**src/rtl/rv16_pkg.sv**
```systemverilog
// Purpose: shared types and constants for the rv16 add/subtract datapath.
// Latency: n/a (declarations only).
// Backpressure: n/a.
// Contents: default data width, FSM state encoding, op encoding.
package rv16_pkg;

    localparam int RV16_DATA = 16;

    typedef enum logic [1:0] {
        IDLE = 2'd0,
        BUSY = 2'd1,
        DONE = 2'd2
    } addsub_state_t;

    localparam logic OP_ADD = 1'b0;
    localparam logic OP_SUB = 1'b1;

endpackage

```
**src/rtl/rv16_chunk_adder.sv**
```systemverilog
// Purpose: combinational W-bit adder slice used by the chunk-serial add/sub engine.
// Latency: 0 cycles (pure combinational).
// Backpressure: none; no handshake.
// Ports: a, b (W-bit operands), ci (carry in) -> s (sum), co (carry out of top bit),
//        c_msb (carry into top bit, used for signed-overflow detection).
module rv16_chunk_adder #(
    parameter int W = 4
) (
    input  logic [W-1:0] a,
    input  logic [W-1:0] b,
    input  logic         ci,
    output logic [W-1:0] s,
    output logic         co,
    output logic         c_msb
);

    logic [W:0] sum;

    always_comb begin
        sum   = {1'b0, a} + {1'b0, b} + {{W{1'b0}}, ci};
        s     = sum[W-1:0];
        co    = sum[W];
        // Top sum bit = a ^ b ^ carry_in, so the carry into it falls out by XOR.
        c_msb = a[W-1] ^ b[W-1] ^ sum[W-1];
    end

endmodule

```
**src/rtl/rv16_addsub_unit.sv**
```systemverilog
// Purpose: chunk-serial add/subtract unit (CHUNK bits per cycle) with carry/borrow and Z/N/V flags.
// Latency: DATA/CHUNK cycles from accept edge to out_valid; one op per DATA/CHUNK+2 cycles sustained.
// Backpressure: result held in DONE until out_ready; in_ready only in IDLE, no overlap.
// Ports: clk, rst_n (sync, active-low); in_valid/in_ready, op_sub, rs1_in, rs2_in, cin [, sat];
//        out_valid/out_ready, rd_out, cout, flag_z, flag_n, flag_v.
// Config macro: RV16_ADDSUB_SAT_EN adds the sat input (clamp on signed overflow).
module rv16_addsub_unit
    import rv16_pkg::*;
#(
    parameter int DATA  = RV16_DATA,
    parameter int CHUNK = 4
) (
    input  logic            clk,
    input  logic            rst_n,
    input  logic            in_valid,
    output logic            in_ready,
    input  logic            op_sub,
    input  logic [DATA-1:0] rs1_in,
    input  logic [DATA-1:0] rs2_in,
    input  logic            cin,
`ifdef RV16_ADDSUB_SAT_EN
    input  logic            sat,
`endif
    output logic            out_valid,
    input  logic            out_ready,
    output logic [DATA-1:0] rd_out,
    output logic            cout,
    output logic            flag_z,
    output logic            flag_n,
    output logic            flag_v
);

    localparam int N     = DATA / CHUNK;
    localparam int CNT_W = (N > 1) ? $clog2(N) : 1;
    localparam logic [CNT_W-1:0] LAST_CNT = CNT_W'(N - 1);

    addsub_state_t   state_q, state_d;
    logic [DATA-1:0] a_q, a_d;
    logic [DATA-1:0] b_q, b_d;
    logic            sub_q, sub_d;
    logic            carry_q, carry_d;
    logic [CNT_W-1:0] cnt_q, cnt_d;
    logic [DATA-1:0] res_q, res_d;
    logic            cout_q, cout_d;
    logic            z_q, z_d;
    logic            n_q, n_d;
    logic            v_q, v_d;

`ifdef RV16_ADDSUB_SAT_EN
    logic            sat_q, sat_d;
`else
    logic            sat_q;
    assign sat_q = 1'b0;
`endif

    logic [CHUNK-1:0] a_chunk, b_chunk, s_chunk;
    logic             co_chunk, cmsb_chunk;
    logic [DATA-1:0]  raw_full;
    logic [DATA-1:0]  res_fin;
    logic             ovf;

    assign a_chunk = a_q[cnt_q*CHUNK +: CHUNK];
    assign b_chunk = b_q[cnt_q*CHUNK +: CHUNK];

    rv16_chunk_adder #(.W(CHUNK)) u_chunk_adder (
        .a     (a_chunk),
        .b     (b_chunk),
        .ci    (carry_q),
        .s     (s_chunk),
        .co    (co_chunk),
        .c_msb (cmsb_chunk)
    );

    assign in_ready  = rst_n && (state_q == IDLE);
    assign out_valid = (state_q == DONE);
    assign rd_out    = res_q;
    assign cout      = cout_q;
    assign flag_z    = z_q;
    assign flag_n    = n_q;
    assign flag_v    = v_q;

    always_comb begin
        state_d = state_q;
        a_d     = a_q;
        b_d     = b_q;
        sub_d   = sub_q;
        carry_d = carry_q;
        cnt_d   = cnt_q;
        res_d   = res_q;
        cout_d  = cout_q;
        z_d     = z_q;
        n_d     = n_q;
        v_d     = v_q;
`ifdef RV16_ADDSUB_SAT_EN
        sat_d   = sat_q;
`endif

        // Result with the current chunk merged in; only meaningful in BUSY.
        raw_full = res_q;
        raw_full[cnt_q*CHUNK +: CHUNK] = s_chunk;
        ovf = cmsb_chunk ^ co_chunk;

        // Clamp direction follows rs1's sign: overflow can only push the result
        // past the end of the range rs1 already sits in.
        res_fin = raw_full;
        if (sat_q && ovf) begin
            res_fin = a_q[DATA-1] ? {1'b1, {(DATA-1){1'b0}}} : {1'b0, {(DATA-1){1'b1}}};
        end

        case (state_q)
            IDLE: begin
                if (in_valid && in_ready) begin
                    a_d     = rs1_in;
                    // rs2 is stored pre-inverted for subtract so BUSY sees only an add.
                    b_d     = (op_sub == OP_SUB) ? ~rs2_in : rs2_in;
                    sub_d   = op_sub;
                    // Subtract is rs1 + ~rs2 + 1 - bin, hence the inverted borrow-in.
                    carry_d = (op_sub == OP_SUB) ? ~cin : cin;
                    cnt_d   = '0;
`ifdef RV16_ADDSUB_SAT_EN
                    sat_d   = sat;
`endif
                    state_d = BUSY;
                end
            end
            BUSY: begin
                res_d   = raw_full;
                carry_d = co_chunk;
                cnt_d   = cnt_q + 1'b1;
                if (cnt_q == LAST_CNT) begin
                    res_d   = res_fin;
                    v_d     = ovf;
                    cout_d  = sub_q ? ~co_chunk : co_chunk;
                    z_d     = (res_fin == '0);
                    n_d     = res_fin[DATA-1];
                    cnt_d   = '0;
                    state_d = DONE;
                end
            end
            DONE: begin
                if (out_ready) begin
                    state_d = IDLE;
                end
            end
            default: state_d = IDLE;
        endcase
    end

    always_ff @(posedge clk) begin
        if (!rst_n) begin
            state_q <= IDLE;
            a_q     <= '0;
            b_q     <= '0;
            sub_q   <= 1'b0;
            carry_q <= 1'b0;
            cnt_q   <= '0;
            res_q   <= '0;
            cout_q  <= 1'b0;
            z_q     <= 1'b0;
            n_q     <= 1'b0;
            v_q     <= 1'b0;
`ifdef RV16_ADDSUB_SAT_EN
            sat_q   <= 1'b0;
`endif
        end else begin
            state_q <= state_d;
            a_q     <= a_d;
            b_q     <= b_d;
            sub_q   <= sub_d;
            carry_q <= carry_d;
            cnt_q   <= cnt_d;
            res_q   <= res_d;
            cout_q  <= cout_d;
            z_q     <= z_d;
            n_q     <= n_d;
            v_q     <= v_d;
`ifdef RV16_ADDSUB_SAT_EN
            sat_q   <= sat_d;
`endif
        end
    end

endmodule
```
**config.mk**
```make
export PLATFORM = sky130hd
export DESIGN_NAME = rv16_addsub_unit
export DESIGN_NICKNAME = d
export VERILOG_FILES = /design/src/rtl/rv16_pkg.sv /design/src/rtl/rv16_chunk_adder.sv /design/src/rtl/rv16_addsub_unit.sv
export SDC_FILE = /design/constraint.sdc
export NUM_CORES = 1
export LEC_CHECK = 0
export ABC_AREA = 1
export ABC_CLOCK_PERIOD_IN_PS = 5550
export CAP_MARGIN = 20
export CORE_MARGIN = 4
export CORE_UTILIZATION = 54
export DETAILED_ROUTE_END_ITERATION = 12
export GPL_ROUTABILITY_DRIVEN = 0
export PLACE_DENSITY = 0.83
export SLEW_MARGIN = 20
export SYNTH_ARGS = -nofsm -noshare
export SYNTH_HDL_FRONTEND = slang
export SYNTH_SLANG_ARGS = --single-unit
```
**constraint.sdc**
```tcl
create_clock -name clk -period 5.55 [get_ports clk]
set_input_delay 0.8325 -clock clk [delete_from_list [all_inputs] [get_ports clk]]
set_output_delay 0.8325 -clock clk [all_outputs]
set_load 0.02 [all_outputs]
```
-- Word level (Yosys, flattened, before mapping)
Cells that the tools add are included.
- reduce and logical (&&, ||, !) cells: 9
- bitwise logic cells: 6
- add/sub/neg operators: 4
- multiplexer cells: 13
- shift-type cells: 4
- eq/ne operators: 6
- operators by type and width (kind ; count):
    $neg A4 Y34 ; 1
    $shift A4 B34 Y16 const A ; 1
    $shiftx A4 B34 Y16 ; 1
    $shiftx A16 B5 Y4 ; 2
    $bwmux W16 ; 1
    $logic_not A16 Y1 ; 1
    $mux W16 ; 1
    $not A16 Y16 ; 1
    $mux W2 ; 5
    $pmux W2 S3 ; 1
    $reduce_and A2 Y1 ; 3
    $add A4 B4 Y5 ; 1
    $add A5 B1 Y5 ; 1
    $eq A2 B2 Y1 const B ; 2
    $ne A2 B1 Y1 const B ; 2
    $pmux W2 S2 ; 1
    $mux W1 ; 3
    $reduce_and A3 Y1 ; 1
    $xor A1 B1 Y1 ; 3
    $add A2 B1 Y2 const B ; 1
    $eq A2 B1 Y1 const B ; 1
    $logic_and A1 B1 Y1 ; 2
    $logic_not A2 Y1 ; 1
    $ne A2 B2 Y1 const B ; 1
    3 further kinds ; 4
- logic and storage cells: 53
- input bits: 38
- register bits: 58

-- Longest topological paths before layout
- depth in word-level cells: 6
- depth in mapped cells: 19

-- By module
A second synthesis with hierarchy kept.
- cell total of the unflattened synthesis: 445
- area total of the unflattened synthesis: 3080.5 µm²
- by module, submodules not included (module ; cells an instance ; area each (µm²) ; sequential area each (µm²) ; times used):
    rv16_addsub_unit ; 424 ; 2925.3 ; 1161.1 ; 1
    rv16_chunk_adder ; 21 ; 155.1 ; 0.0 ; 1

-- Worst setup path before layout
Ideal clock, no wire load.
- path type: register to register
- from: register cnt_q[0]
- to: register z_q (netlist: flag_z)
- required time: 5.419 ns
- arrival: 2.614 ns
- path buffers: 2
- path slack: 2.806 ns
- period minus slack after synthesis: 2.744 ns
- stages on the path, launching flop included: 19
- cell sequence: dfxtp_1 > buf_2 > inv_1 > buf_2 > o21ai_0 > o22ai_1 > fa_1 > inv_1 > fa_1 > nor2_2 > nand3_1 > nand2_1 > nor2_1 > nand2_1 > nor2_1 > nand2_1 > nor2_1 > nand3_1 > a21oi_2
- word-level cells in the longest chain between the ends: 6
- elaborated cells between the ends (all ways): 11
- those cells by class: add/sub: 3; eq/ne: 1; shift: 4; mux: 1; reduce/logical: 2
- RTL lines (what ; line ; text):
    start: declaration ; rv16_addsub_unit.sv:42 ; logic [CNT_W-1:0] cnt_q, cnt_d;
    start signal: assignment ; rv16_addsub_unit.sv:171 ; cnt_q <= cnt_d;
    $shiftx A16 B5 Y4 (on tied branches) ; rv16_addsub_unit.sv:62, rv16_addsub_unit.sv:63 ;
    $add A4 B4 Y5 ; rv16_chunk_adder.sv:20 ; sum = {1'b0, a} + {1'b0, b} + {{W{1'b0}}, ci};
    $add A5 B1 Y5 ; rv16_chunk_adder.sv:20 ;
    $shiftx A4 B34 Y16 ; rv16_addsub_unit.sv:100 ; raw_full[cnt_q*CHUNK +: CHUNK] = s_chunk;
    $bwmux W16 ; rv16_addsub_unit.sv:100 ;
    $logic_not A16 Y1 ; rv16_addsub_unit.sv:134 ; z_d = (res_fin == '0);
    end signal: assignment ; rv16_addsub_unit.sv:174 ; z_q <= z_d;
    end: declaration ; rv16_addsub_unit.sv:45 ; logic z_q, z_d;
Several ways; a longest one is shown, not always the timed one.
A chain may end at the register's enable or synchronous reset.

-- Worst setup path in the final report
- from: input port rst_n
- to: output port in_ready
- word-level cells in the longest chain between the ends: 1
- RTL lines (what ; line ; text):
    start: declaration ; rv16_addsub_unit.sv:14 ; input logic rst_n,
    $logic_and A1 B1 Y1 ; rv16_addsub_unit.sv:74 ; assign in_ready = rst_n && (state_q == IDLE);
    end: declaration ; rv16_addsub_unit.sv:16 ; output logic in_ready,
No other way between the ends.

==> out/metrics.yaml <==
report.final.slew_viol_count: 0
peakVddDrop_v: 0.0002196
cts_tree: "done"
drv_cap: 0
worst-path-max-fanout: 44
wirelength_um: 7367
clock.fmax_mhz: 281.3
path_clk_slew_ns: 0.06
numCtsBuffers: 9
yosysUniqueCellTypes: 29
min_path_type: "reg2reg"
antennaDiodeCount: 0
critPathMostFrequentCell: "clkdlybuf4s50_1"
slew_headroom_pct: 37.15
fin_nets: 540
setup_tns_ns: 0
grt_overflow_total: 0
grt_pass1_wl_um: 12450
ctsHoldBuffers: 0
cp_slowest_stage_delay_ns: 0.64
drt-initial-drc-count: 184
syn-num-nets: 491
placed_area_um2: 3649
worst_pin_slew_ns: 0.9398
end_kind: "output pin"
clk_latency_ns: 0.34
dp_hpwl_um: 5391
p_leak_uw: 0.001777
crit_chain: "clkdlybuf4s50_1 > buf_4 > inv_2 > nor3_4 > clkdlybuf4s50_1"
worstPathArrival_ns: 2.72
yosysSeqAreaShare_pct: 37.86
ys_ff_latch: 58
syn_inst: 442
place_ws_ns: 1.885
rsz0062_at_grt: "false"
finalHoldViolations: 0
die_h_um: 83.36
fin_crit_ns: 3.555
post-route-cell-area_um2: 3869
syn2layout_area_growth_pct: 26.15
syn_avg_cell_area_um2: 6.938
portBuffers: 59
crit_slowest_cell: "clkdlybuf4s50_1"
period_share_pct: 64.05
grt_max_degree: 56
fp.dieW_um: 83.36
layout-drive-gt1-share_pct: 5.444
reg2reg_slack_ns: 2.32
setup_viol: 0
htreeDepth: 3
synth_warnings: 0
required_ns: 4.72
holdWs_ns: 0.4576
die-area_um2: 6949
num_rows: 27
cts_buffer_depth: 2
critPathLaunchType: "input port"
run_status: "complete, no violations"
cts_sinks: 58
viasPerCell: 5.264
path_class: "in2out"
ios: 60
initial_core_util_pct: 55.69
ant_nets: 0
drc: 0
postCtsSetupBuffers: 0
grt_usage_pct: 21.51
wl_per_cell_um: 12.97
power_density_nw_per_um2: 319.8
core_area_um2: 5507
finClkSkew_ns: 0.008140
netlist_area_um2: 3067
final.setup.worst_slack_ns: 1.995
num_vias: 2990
cts-root-buf: "clkbuf_8"
grt_pass1_vias: 2872
dr.pass1.iters: 5
cts_resized: 0
antenna_found_initial: 0
per-stage QoR:
stage               util (%)  total power (uW)  std cells
CTS                    70.23              1241        568
floorplan                  -             708.7        442
finish                 70.26              1237        568
detailed placement     66.26             810.2        552
global placement       66.26             799.6        552
global route           70.26              1306        568
Yosys cell counts:
library cell	instances	share of area, %
dfxtp_1	58	38
nor2_2	1	0.20
nand3_1	49	8.0
nand4_1	2	0.41
xnor2_1	18	5.1
ha_1	9	3.7
nand2_1	85	10
nor2_4	1	0.37
o22ai_1	7	1.4
buf_2	7	1.1
a21oi_1	11	1.8
nor3_4	1	0.53
buf_6	1	0.37
fa_1	2	1.3
buf_1	4	0.49
xor2_1	1	0.29
inv_2	4	0.49
o21ai_0	47	7.7
o21bai_1	1	0.24
nand2_2	1	0.20
o21ai_1	2	0.33
inv_1	55	6.7
a32oi_1	2	0.57
o211ai_1	6	1.5
buf_4	2	0.49
a21oi_2	2	0.57
a22oi_1	1	0.24
nor2_1	54	6.6
clkbuf_1	8	0.98
state kept, by name, indices dropped and copies added (netlist names):
signal / cells
carry_q: 1
a_q: 16
state_q: 2
rd_out: 16
flag_n: 1
sub_q: 1
flag_v: 1
flag_z: 1
b_q: 16
cnt_q: 2
cout: 1
report_power, final:
group | switching (uW) | leakage [uW] | internal, uW
Sequential | 34.0 | 0.000477 | 455
Combinational | 185 | 0.00119 | 133
Clock | 168 | 0.000109 | 263
path summary, 6_finish.rpt:
kind	start	to	cells after the start
min	a_q[1]$_SDFFE_PN0P_	a_q[1]$_SDFFE_PN0P_	2
min reg2reg	a_q[1]$_SDFFE_PN0P_	a_q[1]$_SDFFE_PN0P_	2
max	rst_n	in_ready	5
max reg2reg	cnt_q[0]$_SDFFE_PN0P_	flag_z$_SDFFE_PN0P_	16
logic make-up after synthesis:
kind of cell / after synthesis / synth area share [%]
simple gates: 194 / 26.72
buf+inv: 81 / 10.69
xor+xnor: 19 / 5.426
fa+ha+maj: 11 / 4.978
flops: 58 / 37.86
compound gates: 79 / 14.32
worst max-delay path, delay by kind of cell:
kind / cells / cell delay [ns]
buffers and inverters: 4 / 1.70
AND/OR/NAND/NOR: 1 / 0.19
placed cells by master, fill, tap and decap left out, types with 9 or more instances in the layout:
cell type | Yosys | routed
nand3_1 | 49 | 49
clkbuf_8 | 0 | 10
nand2_1 | 85 | 85
nor2_1 | 54 | 54
o21ai_0 | 47 | 47
xnor2_1 | 18 | 18
clkdlybuf4s50_1 | 0 | 59
a21oi_1 | 11 | 11
inv_1 | 55 | 55
dfxtp_1 | 58 | 57
ha_1 | 9 | 9
layout make-up:
cell class / instances / area, um2
repair buffers: 60 / 598.1
clock inverters: 5 / 77.57
fillers: 481 / 1638
clock buffers: 11 / 141.4
multi-input cells: 303 / 1578
inverters: 59 / 221.5
flip-flops and latches: 58 / 1162
well taps: 72 / 90.09
metal layers:
metal | global-route usage, % | share of wire (%) | vias up
li1 | - | - | 1507
met1 | 23.66 | 41 | 1363
met2 | 38.05 | 50 | 97
met3 | 6.349 | 6.4 | 23
met4 | 9.510 | 2.5 | 0
met5 | 0 | 0 | -
(Power assumes the default switching activity.)
